[config.mk]
export PLATFORM = sky130hd
export DESIGN_NAME = clock_core_param
export DESIGN_NICKNAME = d
export VERILOG_FILES = /design/src/rtl/clock_pkg.sv /design/src/rtl/clock_core_param_tick_gen.sv /design/src/rtl/clock_core_param.sv
export SDC_FILE = /design/constraint.sdc
export NUM_CORES = 1
export LEC_CHECK = 0
export ABC_CLOCK_PERIOD_IN_PS = 3200
export CAP_MARGIN = 10
export CORE_MARGIN = 2
export CORE_UTILIZATION = 45
export DETAILED_ROUTE_END_ITERATION = 10
export PLACE_DENSITY = 0.73
export SETUP_SLACK_MARGIN = 0.15
export SKIP_LAST_GASP = 1
export SLEW_MARGIN = 20
export SYNTH_ARGS = -nofsm -noshare
export SYNTH_HDL_FRONTEND = slang
export SYNTH_SLANG_ARGS = --single-unit
[constraint.sdc]
create_clock -name clk -period 3.2 [get_ports clk]
set_input_delay 0.64 -clock clk [delete_from_list [all_inputs] [get_ports clk]]
set_output_delay 0.64 -clock clk [all_outputs]
set_load 0.01 [all_outputs]
[src/rtl/clock_pkg.sv]
// Shared types, field indices, limits and BCD helper for the clock core.
package clock_pkg;

    typedef enum logic [1:0] {
        RUN   = 2'd0,
        SET_H = 2'd1,
        SET_M = 2'd2,
        SET_S = 2'd3
    } state_t;

    localparam int unsigned F_HOUR = 2;
    localparam int unsigned F_MIN  = 1;
    localparam int unsigned F_SEC  = 0;

    localparam int unsigned SEC_MAX  = 59;
    localparam int unsigned MIN_MAX  = 59;
    localparam int unsigned HOUR_MAX = 23;

    // Two-digit BCD of a value 0..99.
    function automatic logic [7:0] bin_to_bcd2(input logic [6:0] bin);
        logic [7:0] b8;
        b8 = {1'b0, bin};
        return ((b8 / 8'd10) << 4) | (b8 % 8'd10);
    endfunction

endpackage

[src/rtl/clock_core_param_tick_gen.sv]
// One-second prescaler; held at 0 while hold is high, cleared by clear.
module clock_tick_gen #(
    parameter int unsigned TICKS_PER_SEC = 50000000
) (
    input  logic clk,
    input  logic reset,
    input  logic hold,
    input  logic clear,
    output logic sec_tick_c
);
    localparam int unsigned CW = $clog2(TICKS_PER_SEC);

    logic [CW-1:0] cnt_q;
    logic          at_top;

    assign at_top     = (cnt_q == CW'(TICKS_PER_SEC - 1));
    assign sec_tick_c = ~hold & at_top;

    always_ff @(posedge clk) begin
        if (!reset || hold || clear || at_top) begin
            cnt_q <= '0;
        end else begin
            cnt_q <= cnt_q + CW'(1);
        end
    end

endmodule

[src/rtl/clock_core_param.sv]
// Time-keeping core: counters, set FSM, blink flags and registered BCD outputs.
module clock_core_param
    import clock_pkg::*;
#(
    parameter int unsigned TICKS_PER_SEC = 50000000,
    parameter int unsigned BLINK_TICKS   = 12500000
) (
    input  logic        clk,
    input  logic        reset,
    input  logic        mode,
    input  logic        set,
    input  logic        op1,
    input  logic        op2,
    output logic [23:0] time_bcd,
    output logic [2:0]  flash,
    output logic        pm,
    output logic        mode12,
    output logic        editing
);
    localparam int unsigned BW = (BLINK_TICKS > 1) ? $clog2(BLINK_TICKS) : 1;

    state_t        state_q, state_d;
    logic [5:0]    sec_q, sec_d, min_q, min_d;
    logic [4:0]    hour_q, hour_d;
    logic [BW-1:0] blink_q, blink_d;
    logic          phase_q, phase_d;
    logic          mode12_q, mode12_d;
    logic          prev_mode, prev_set, prev_op1, prev_op2;
    logic          pulse_mode, pulse_set, pulse_op1, pulse_op2;
    logic          edit_up, edit_any;
    logic          sec_tick_c;
    logic [4:0]    hour_disp;
    logic [23:0]   time_bcd_d;
    logic [2:0]    flash_d;
    logic          pm_d;

    assign pulse_mode = mode & ~prev_mode;
    assign pulse_set  = set  & ~prev_set;
    assign pulse_op1  = op1  & ~prev_op1;
    assign pulse_op2  = op2  & ~prev_op2;
    assign edit_up    = pulse_op1 & ~pulse_op2;
    assign edit_any   = pulse_op1 ^ pulse_op2;

    clock_tick_gen #(
        .TICKS_PER_SEC(TICKS_PER_SEC)
    ) u_tick_gen (
        .clk       (clk),
        .reset     (reset),
        .hold      (state_q != RUN),
        .clear     (pulse_set && (state_q == SET_S)),
        .sec_tick_c(sec_tick_c)
    );

    // Modulo step up or down within 0..max, no carry.
    function automatic logic [5:0] wrap_step(input logic [5:0] v, input logic [5:0] max,
                                             input logic up);
        if (up) begin
            return (v == max) ? 6'd0 : v + 6'd1;
        end
        return (v == 6'd0) ? max : v - 6'd1;
    endfunction

    always_ff @(posedge clk) begin
        if (!reset) begin
            state_q   <= RUN;
            sec_q     <= '0;
            min_q     <= '0;
            hour_q    <= '0;
            blink_q   <= '0;
            phase_q   <= 1'b0;
            mode12_q  <= 1'b0;
            prev_mode <= 1'b0;
            prev_set  <= 1'b0;
            prev_op1  <= 1'b0;
            prev_op2  <= 1'b0;
            time_bcd  <= '0;
            flash     <= '0;
            pm        <= 1'b0;
            mode12    <= 1'b0;
            editing   <= 1'b0;
        end else begin
            state_q   <= state_d;
            sec_q     <= sec_d;
            min_q     <= min_d;
            hour_q    <= hour_d;
            blink_q   <= blink_d;
            phase_q   <= phase_d;
            mode12_q  <= mode12_d;
            prev_mode <= mode;
            prev_set  <= set;
            prev_op1  <= op1;
            prev_op2  <= op2;
            time_bcd  <= time_bcd_d;
            flash     <= flash_d;
            pm        <= pm_d;
            mode12    <= mode12_q;
            editing   <= (state_q != RUN);
        end
    end

    // Next state, field edits, time carry and blink.
    always_comb begin
        state_d  = state_q;
        sec_d    = sec_q;
        min_d    = min_q;
        hour_d   = hour_q;
        blink_d  = blink_q;
        phase_d  = phase_q;
        mode12_d = mode12_q ^ pulse_mode;

        unique case (state_q)
            RUN: begin
                if (pulse_set) state_d = SET_H;
            end
            SET_H: begin
                if (pulse_set) begin
                    state_d = SET_M;
                end else if (edit_any) begin
                    hour_d = 5'(wrap_step({1'b0, hour_q}, 6'(HOUR_MAX), edit_up));
                end
            end
            SET_M: begin
                if (pulse_set) begin
                    state_d = SET_S;
                end else if (edit_any) begin
                    min_d = wrap_step(min_q, 6'(MIN_MAX), edit_up);
                end
            end
            SET_S: begin
                if (pulse_set) begin
                    state_d = RUN;
                end else if (edit_any) begin
                    sec_d = wrap_step(sec_q, 6'(SEC_MAX), edit_up);
                end
            end
            default: state_d = RUN;
        endcase

        if ((state_q == RUN) && sec_tick_c) begin
            sec_d = wrap_step(sec_q, 6'(SEC_MAX), 1'b1);
            if (sec_q == 6'(SEC_MAX)) begin
                min_d = wrap_step(min_q, 6'(MIN_MAX), 1'b1);
                if (min_q == 6'(MIN_MAX)) begin
                    hour_d = 5'(wrap_step({1'b0, hour_q}, 6'(HOUR_MAX), 1'b1));
                end
            end
        end

        if (pulse_set && (state_q != SET_S)) begin
            blink_d = '0;
            phase_d = 1'b0;
        end else if (state_q != RUN) begin
            if (blink_q == BW'(BLINK_TICKS - 1)) begin
                blink_d = '0;
                phase_d = ~phase_q;
            end else begin
                blink_d = blink_q + BW'(1);
            end
        end
    end

    // Display conversion feeding the output registers.
    always_comb begin
        hour_disp = hour_q;
        if (mode12_q) begin
            if ((hour_q == 5'd0) || (hour_q == 5'd12)) begin
                hour_disp = 5'd12;
            end else if (hour_q > 5'd12) begin
                hour_disp = hour_q - 5'd12;
            end
        end
        pm_d       = mode12_q && (hour_q >= 5'd12);
        time_bcd_d = {bin_to_bcd2(7'(hour_disp)), bin_to_bcd2(7'(min_q)),
                      bin_to_bcd2(7'(sec_q))};
        flash_d = '0;
        unique case (state_q)
            SET_H:   flash_d[F_HOUR] = phase_q;
            SET_M:   flash_d[F_MIN]  = phase_q;
            SET_S:   flash_d[F_SEC]  = phase_q;
            default: flash_d = '0;
        endcase
    end

endmodule

==> flow_summary.ini <==
[sta]
slew_violations = 0
slew_headroom_pct = 41.7
finalSetupViolations = 0
grt_setup_unrepaired = false
final_hold_viol_count = 0
fin_crit_sh_pct = 87.9
hold_slack_ns = 0.458
worstMarginPinSlew_ns = 0.863
fin_tns_setup_ns = 0
setup_ws_ns = 0.388
period_needed_ns = 2.81
fin_worst_skew_ns = 0.00557
fmax_mhz = 356

[floorplanning]
start_util_pct = 46.1
dieArea_sq_um = 14600
die_h_um = 121
io_pins = 36
placement_rows = 42
core_area_sq_um = 13300
dieWidth_um = 121

[power]
pwr-share-clk_pct = 38.0
total_power_mw = 2.76
p_comb_share_pct = 12.3
power.density_nw_per_um2 = 402
intPower_mw = 2.02
p_leak_nw = 2.47
net-switching-power_mw = 0.743
vdd_drop_max_v = 0.000234
p_seq_share_pct = 49.7
switching_share_pct = 26.9

[worst_setup_path]
max_stage_delay_ns = 0.47
crit_path_cell_trace = inv_1 -> ha_1 -> nand3_1 -> a2111oi_1 -> buf_4 -> or3_1 -> inv_1 -> ha_1 -> inv_1 -> nand3_1 -> a21o_1 -> o211ai_1
reg2reg_slack_ns = 0.39
cp-end-kind = flip-flop
critical_path_class = reg2reg
worst_path_most_repeated_cell = inv_1
slowest_stage = dfxtp_1
cp.required_ns = 3.47
arrival_ns = 3.09
critPathLaunchType = flip-flop
worst-path-buf-inv = 4
cpLargestDelayFamily = compound AO/OA/AOI/OAI gates
worstPathMaxFanout = 7

[synth]
synth_warnings = 0
synthArstFlopShare_pct = 0
ys.flop_type = dfxtp_1
syn_inst = 737
ys_seq_elements = 105
avgSynthCellArea_sq_um = 8.32
netlist_area_sq_um = 6130
yosysSeqAreaShare_pct = 34.3
synth_cell_types = 76
synthesis.nets = 775
synth_edf_count = 0

[grt]
grt_pass1_wl_um = 22600
grt_max_degree = 38
grtUsageTotal_pct = 18.9
overflow = 0
grt_pass1_vias = 5001
antenna_found_initial = 0

[detailed_routing]
firstDrtPassIters = 5
num_vias = 5335
drtIter0Drc = 379
avgViaCountPerCell = 5.69
routed_wl_um = 13300
wl_per_cell_um = 14.2
drcViolationCount = 0
antenna_left = 0

[clock_tree]
hold_buffers = 0
cts_tree = done
clockBufferDepth = 2
htreeDepth = 3
worstSkewPairLatency_ns = 0.35
cts.sinks = 105
post_cts_buffers = 0
clk_pin_slew_worst_paths_ns = 0.07
cts_made_buffers = 9
clockRootBuffer = clkbuf_16

[cells_and_area]
drive_gt1_share_pct = 6.57
final_nets = 795
final_cell_mix = 105 x dfxtp_1, 82 x nor2_1, 55 x nand2_1
fin_cells = 937
diodes = 0
final_common_cell = dfxtp_1
layout-area-overhead-vs-synth_pct = 12.0
fillers = 1220
stdcell_area_sq_um = 6870
fin_util_pct = 51.6

[placement]
placedInstanceArea_sq_um = 6590
finalWeightedCongestion = 0.844
io_buffers = 35
dpl.cell_count = 922
dpl.hpwl_um = 9360
pre_cts_ws_ns = 0.278

[job]
cap_viol_max_count = 0

[status]
status = complete, no violations

[hold_path]
hold_path.class = reg2reg
-- cell families after synthesis --
logic type | synth area share [%]
flip-flops | 34.3
XOR/XNOR | 8.72
other | 0.0612
AND/OR/NAND/NOR | 27.5
adder cells (fa/ha/maj) | 6.53
AO/OA/AOI/OAI | 16.2
multiplexers | 1.16
buffers and inverters | 5.51
-- worst register-to-register path, stage by stage (launching register included) --
cell and delay (ns):
dfxtp_1 0.47, inv_1 0.17, ha_1 0.44, nand3_1 0.11, a2111oi_1 0.44, buf_4 0.19, or3_1 0.19, inv_1 0.09
ha_1 0.18, inv_1 0.09, nand3_1 0.11, a21o_1 0.19, o211ai_1 0.08
-- cell type report --
type | count | area (sq um) | share of cell area (%)
well taps | 176 | 220 | 3.21
clock buffers | 9 | 225 | 3.28
repair buffers | 51 | 470 | 6.85
inverters | 29 | 109 | 1.59
multi-input cells | 561 | 3690 | 53.7
clock inverters | 6 | 50.0 | 0.729
flip-flops and latches | 105 | 2100 | 30.6
-- path summary, 6_finish.rpt --
| path | from | end | depth (start not counted) |
|---|---|---|---|
| min | u_tick_gen.cnt_q[0]$_SDFF_PP0_ | u_tick_gen.cnt_q[0]$_SDFF_PP0_ | 1 |
| max | min_q[3]$_SDFF_PN0_ | time_bcd[15]$_SDFF_PN0_ | 12 |
| max reg2reg | min_q[3]$_SDFF_PN0_ | time_bcd[15]$_SDFF_PN0_ | 12 |
| min reg2reg | u_tick_gen.cnt_q[0]$_SDFF_PP0_ | u_tick_gen.cnt_q[0]$_SDFF_PP0_ | 1 |
-- Yosys cell counts, drive strengths merged, types with 5 or more instances --
cell	count	area share, %
buf	12	1.1
or3	11	1.1
nor2	82	5.0
nand2b	10	1.0
o211ai	7	0.86
and3	13	1.4
o21a	10	1.2
inv	29	1.8
nor2b	16	1.6
a211oi	12	1.6
xnor2	35	5.0
and4	5	0.71
a21oi	31	2.5
nor4	14	1.7
ha	32	6.5
nand3	28	2.3
nand2	55	3.4
o31ai	6	0.82
nor3b	5	0.61
dfxtp	105	34
clkbuf	29	2.4
and2	14	1.4
o21ai	29	2.4
mux2i	6	0.98
nand4	18	1.9
nor3	23	1.9
xor2	26	3.7
a31oi	5	0.51
-- per-layer routing --
layer	vias to the layer above	part of all wire (%)	wire, um	global-route usage [%]
met5	-	0	0	0
met1	2533	46	6080	23.4
met3	18	3.6	477	3.92
li1	2654	-	-	-
met2	130	49	6530	32.0
met4	0	1.6	208	7.27
-- flip-flops by register name (all words and copies together) (netlist names), 2 cells and up --
register / cells
blink_q: 24
state_q: 2
hour_q: 5
u_tick_gen.cnt_q: 26
flash: 3
min_q: 6
sec_q: 6
time_bcd: 24
-- power groups by stage --
stage	registers, mW	clock network (mW)	logic, mW
2_1_floorplan	1.39	0	0.243
3_3_place_gp	1.40	0	0.331
3_5_place_dp	1.40	0	0.338
4_1_cts	1.37	1.08	0.340
5_1_grt	1.38	1.14	0.380
6_report	1.37	1.05	0.340
-- what timing repair did --
| item | 4_1_cts | 5_1_grt |
|---|---|---|
| hold endpoints to repair | 0 | 0 |
| gates resized for setup | 0 | 1 |
| endpoints found under the setup margin | 0 | 1 |
(Power assumes the default switching activity.)
